===== src/rtl/windowed_reg_file.sv =====
// Windowed register file with 8 globals and NWIN overlapping 16-register windows.
// Two combinational read ports, one write port, and SAVE/RESTORE window control with traps.
module windowed_reg_file #(
    parameter int unsigned NWIN = 4
) (
    input  logic                     Clk,
    input  logic                     Clr,
    input  logic [4:0]               RA,
    input  logic [4:0]               RB,
    output logic [31:0]              PA,
    output logic [31:0]              PB,
    input  logic [4:0]               RC,
    input  logic [31:0]              PC,
    input  logic                     RFE,
    input  logic                     Save,
    input  logic                     Restore,
    input  logic [NWIN-1:0]          WIM,
    output logic [$clog2(NWIN)-1:0]  CWP,
    output logic                     WinOvf,
    output logic                     WinUnf
);

    localparam int unsigned CW    = $clog2(NWIN);
    localparam int unsigned NPHYS = 8 + 16 * NWIN;
    localparam int unsigned PW    = $clog2(NPHYS);

    typedef enum logic [1:0] {
        WOP_NONE,
        WOP_SAVE,
        WOP_RESTORE
    } wop_e;

    logic [31:0]   regs_q [NPHYS];
    logic [CW-1:0] cwp_q, cwp_d;
    logic [CW-1:0] cwp_dec, cwp_inc;
    logic          ovf_q, ovf_d;
    logic          unf_q, unf_d;
    wop_e          wop;
    logic [PW-1:0] ra_idx, rb_idx, wr_idx;

    // r8-r23 sit in the current window; r24-r31 alias the next window's r8-r15.
    function automatic logic [PW-1:0] phys_idx(input logic [4:0]    r,
                                               input logic [CW-1:0] w_cur,
                                               input logic [CW-1:0] w_nxt);
        if (r < 5'd8)
            phys_idx = PW'(r);
        else if (r < 5'd24)
            phys_idx = PW'(32'd16 * 32'(w_cur) + 32'(r));
        else
            phys_idx = PW'(32'd16 * 32'(w_nxt) + 32'(r) - 32'd16);
    endfunction

    always_comb begin
        cwp_dec = (cwp_q == '0) ? CW'(NWIN - 1) : cwp_q - CW'(1);
        cwp_inc = (cwp_q == CW'(NWIN - 1)) ? '0 : cwp_q + CW'(1);
    end

    assign ra_idx = phys_idx(RA, cwp_q, cwp_inc);
    assign rb_idx = phys_idx(RB, cwp_q, cwp_inc);
    assign wr_idx = phys_idx(RC, cwp_q, cwp_inc);

    assign PA = (RA == '0) ? '0 : regs_q[ra_idx];
    assign PB = (RB == '0) ? '0 : regs_q[rb_idx];

    always_comb begin
        wop = WOP_NONE;
        if (Save && !Restore)
            wop = WOP_SAVE;
        else if (Restore && !Save)
            wop = WOP_RESTORE;
    end

    always_comb begin
        cwp_d = cwp_q;
        ovf_d = 1'b0;
        unf_d = 1'b0;
        unique case (wop)
            WOP_SAVE: begin
                if (WIM[cwp_dec])
                    ovf_d = 1'b1;
                else
                    cwp_d = cwp_dec;
            end
            WOP_RESTORE: begin
                if (WIM[cwp_inc])
                    unf_d = 1'b1;
                else
                    cwp_d = cwp_inc;
            end
            default: ;
        endcase
    end

    always_ff @(posedge Clk or negedge Clr) begin
        if (!Clr) begin
            cwp_q <= '0;
            ovf_q <= 1'b0;
            unf_q <= 1'b0;
            for (int unsigned i = 0; i < NPHYS; i++)
                regs_q[i] <= '0;
        end else begin
            cwp_q <= cwp_d;
            ovf_q <= ovf_d;
            unf_q <= unf_d;
            if (RFE && (RC != '0))
                regs_q[wr_idx] <= PC;
        end
    end

    assign CWP    = cwp_q;
    assign WinOvf = ovf_q;
    assign WinUnf = unf_q;

endmodule


===== config.mk =====
export PLATFORM = sky130hd
export DESIGN_NAME = windowed_reg_file
export DESIGN_NICKNAME = d
export VERILOG_FILES = /design/src/rtl/windowed_reg_file.sv
export SDC_FILE = /design/constraint.sdc
export NUM_CORES = 2
export LEC_CHECK = 0
export ABC_CLOCK_PERIOD_IN_PS = 3700
export BUFFER_PORTS_ARGS = -buffer_cell sky130_fd_sc_hd__buf_2
export CAP_MARGIN = 10
export CORE_AREA = 2 2 505 558
export DETAILED_ROUTE_END_ITERATION = 10
export DIE_AREA = 0 0 507 560
export PLACE_DENSITY = 0.74
export SLEW_MARGIN = 10
export SYNTH_ARGS = -nofsm -noshare
export SYNTH_HDL_FRONTEND = slang
export SYNTH_SLANG_ARGS = --single-unit

===== constraint.sdc =====
create_clock -name Clk -period 3.7 [get_ports Clk]
set_input_delay 0.74 -clock Clk [delete_from_list [all_inputs] [get_ports Clk]]
set_output_delay 0.74 -clock Clk [all_outputs]
set_load 0.01 [all_outputs]

==> results.py <==
metrics = {
    "outcome": {
        "status": "finished, violations left",
        "violations": "negative setup slack",
    },
    "finish": {
        "area_growth_pct": 18.7,
        "multi_input_area_um2": 65100,
        "final_util_pct": 53.1,
        "fin_area_um2": 148000,
        "ff_latch_area_um2": 57800,
        "drive_gt1_share_pct": 62.1,
        "fill_cells": 21900,
        "final_nets": 8690,
    },
    "floorplan": {
        "initial_core_util_pct": 44.7,
        "num_io_pins": 124,
        "dieWidth_um": 507,
        "rows": 204,
        "die_h_um": 560,
        "die-area_um2": 284000,
        "fp.coreArea_um2": 279000,
    },
    "placement": {
        "place_ws_ps": -1150,
        "io_buffers": 123,
        "dp_hpwl_um": 288000,
        "placed_area_um2": 137000,
        "gp_congestion": 0.991,
    },
    "sta": {
        "final_max_slew_viol_count": 0,
        "worst_pin_slew_ps": 1230,
        "setup_ws_ps": -1180,
        "hold_viol_final": 0,
        "final.period_utilization_pct": 132,
        "maxSlewHeadroom_pct": 18.0,
        "setup-violations-final": 64,
        "fin_crit_ps": 4880,
        "rsz0062_at_grt": "yes",
        "max_freq_mhz": 205,
        "fin_skew_ps": 53.2,
    },
    "pwr": {
        "p_seq_share_pct": 39.5,
        "total_power_uw": 102000,
        "power.density_nw_per_um2": 688,
        "irDropWorstVdd_mv": 0.511,
        "p_sw_uw": 33200,
        "p_comb_share_pct": 36.2,
        "switching_share_pct": 32.6,
        "internal-power_uw": 68600,
        "p_leak_uw": 0.0666,
        "p_clk_share_pct": 24.3,
    },
    "cts": {
        "path_clk_slew_ps": 50,
        "clk_path_buf_depth": 4,
        "root_buffer": "clkbuf_16",
        "htree_levels": 4,
        "cts_tree": "built",
        "clk_latency_ps": 950,
        "cts_inserted_buffers": 237,
        "cts.sinks": 2308,
    },
    "routing": {
        "drtIter0Drc": 10200,
        "routedWlPerCell_um": 34.3,
        "drcViolationCount": 0,
        "first_pass_iters": 6,
        "finalWirelength_um": 430000,
        "ant_nets": 0,
        "via_per_inst": 6.71,
        "dr_total_vias": 84000,
    },
    "global_routing": {
        "grt_pass1_wl_um": 626000,
        "top_usage_layer": "met2",
        "grtUsageMet1_pct": 37.7,
        "grtUsageMet3_pct": 6.96,
        "grt_pass1_vias": 87200,
        "grt-ovfl-total": 0,
        "gr-usage-met2_pct": 46.4,
        "grt_max_degree": 176,
        "antenna_found_initial": 36,
        "grtUsageTotal_pct": 30.0,
    },
    "setup_path": {
        "cp_max_fo": 4,
        "reg2reg_from": "CWP[0]",
        "cp_top_family": "buffers and inverters",
        "critPathBufInv": 7,
        "slowest_delay_ps": 400,
        "startpoint_type": "register",
        "worstPathArrival_ps": 4140,
        "r2r-end": "regs_q[303]",
        "path_cells": "inv_2, ha_4, clkinvlp_4, ha_4, o2bb2ai_4, buf_12, buf_12, buf_8, a2111oi_2, a211oi_2, o21ai_2, a2111oi_2, buf_4, buf_6",
        "regToRegSetupSlack_ps": 50,
        "critPathRequiredTime_ps": 2960,
        "end_kind": "output pin",
        "cpMaxStageDelayCell": "a2111oi_2",
        "critical_path_class": "reg2out",
        "rr_worst_depth": 13,
    },
    "yosys": {
        "synthTopCellsByArea": "dfrtp_1 (46%), mux4_2 (22%), mux2_2 (20%)",
        "synth_area_per_cell_um2": 15.6,
        "yosysWarnings": 0,
        "synth_cell_types": 73,
        "yosys_most_used_dff": "dfrtp_1",
        "synth_fp_nets": 8076,
        "synth_cells": 8004,
        "synth_edf_count": 0,
        "synth_top_area_cell": "dfrtp_1",
        "async_reset_ff_share_pct": 100,
        "ys_seq_area_share_pct": 46.3,
        "ys_seq_elements": 2308,
        "synth_top_area_share_pct": 46.3,
        "netlist_area_um2": 125000,
    },
    "hold_path": {
        "whs_path_depth": 4,
        "hold_path_class": "in2reg",
        "hold_path_end": "WinUnf",
        "holdCritStartpoint": "WIM[1]",
    },
    "flow_run": {
        "max_cap_viol_count": 0,
    },
}
stage by stage:
stage	cells	setup TNS, ps	hold slack (ps)
2_1_floorplan	8004	-38.5	444
3_3_place_gp	12000	-35780	481
3_5_place_dp	12000	-37230	497
4_1_cts	12500	-61560	229
5_1_grt	12500	-63060	293
6_report	12500	-61840	264
synth_stat cells, drive strengths merged (13+ instances only):
cell,instances
a211oi,61
clkbuf,325
dfrtp,2308
nand2b,14
o211ai,21
a31oi,15
mux2i,374
nor4,13
nor3,43
mux4,1195
nand2,152
mux2,2351
nor2,100
and3,15
a21oi,66
a22oi,59
o21ai,49
nand3,23
o22ai,49
ha,16
nor2b,53
buf,550
cells in the final DEF (no fill, tap or decap), drive strengths merged, types with 6 or more instances in the layout:
cell type	n
and3	15
a31oi	15
nand3	23
a22o	11
bufinv	18
a32oi	9
nand2	152
clkbuf	350
nand2b	14
nor4	13
o211ai	21
clkinv	45
a22oi	59
nor3	43
o22ai	49
and2	9
buf	1249
diode	13
dfrtp	2308
mux2i	374
a21oi	66
nor2	100
mux4	1195
a2111oi	6
a221o	6
o221ai	6
a211oi	61
clkinvlp	8
ha	16
inv	18
mux2	2351
nand4	10
nor2b	53
or2	8
o32ai	9
o21ai	49
a221oi	11
layout make-up:
| cell class | instances | area share, % |
|---|---|---|
| inverter | 13 | 0.0355 |
| antenna | 13 | 0.0220 |
| sequential | 2308 | 39.0 |
| clock inverter | 76 | 0.635 |
| tap | 3708 | 3.13 |
| timing repair buffer | 1250 | 8.55 |
| clock buffer | 350 | 4.68 |
| multi-input combinational | 4808 | 43.9 |
worst register-to-register path, stage by stage, from the launching register on:
cell,delay [ps]
dfrtp_1,390
inv_2,60
ha_4,270
clkinvlp_4,270
buf_4,270
ha_1,290
nand2b_1,170
o22ai_1,170
o2bb2ai_1,180
nand3b_1,120
buf_4,230
nor2_4,500
buf_12,250
mux2_2,390
registers in the layout, summed over array words and instances (netlist names):
register / flops
CWP: 2
WinOvf: 1
regs_q: 2304
WinUnf: 1
routing by layer:
| metal | part of all wire, % | vias up |
|---|---|---|
| met4 | 8.0 | 28 |
| met1 | 36 | 45100 |
| met3 | 9.5 | 1514 |
| met5 | 0.041 | - |
| li1 | - | 32300 |
| met2 | 47 | 5054 |
logic make-up (layout without fill, tap and decap cells):
family | count (synthesis) | in the layout | synth area share [%]
AND/OR/NAND/NOR | 453 | 453 | 1.75
buffers and inverters | 888 | 1689 | 3.52
adder cells (fa/ha/maj) | 16 | 16 | 0.161
multiplexers | 3920 | 3920 | 45.9
AO/OA/AOI/OAI | 417 | 417 | 2.33
other | 0 | 13 | 0
flip-flops | 2308 | 2308 | 46.3
XOR/XNOR | 2 | 2 | 0.0141
what timing repair did:
item	in CTS	in global routing
endpoints found under the hold margin	27	0
cloned	1	0
buffers inserted	56	45
gates resized for setup	444	152
setup endpoints to repair	64	94
pin swaps	105	85
hold buffers	1	0
power groups by stage:
stage / Combinational [uW] / Sequential (uW) / Clock [uW]
6_report: 36800 / 40300 / 24700
3_3_place_gp: 31300 / 39300 / 0
3_5_place_dp: 32200 / 40200 / 0
4_1_cts: 35300 / 39800 / 24900
5_1_grt: 38100 / 41100 / 26000
2_1_floorplan: 20400 / 37800 / 0
worst max path at each step:
stage | start | end | slack [ps] | cells after the start
after detailed placement | RB[4] | PB[2] | -1150 | 12
final | CWP[0] | PB[2] | -1180 | 14
after global routing | CWP[0] | PA[5] | -1200 | 13
after global placement | RB[4] | PB[2] | -1020 | 12
after CTS | CWP[0] | PB[14] | -1160 | 12
after floorplan | RA[4] | PA[11] | -20 | 11
Power figures use the tool's default switching activity.
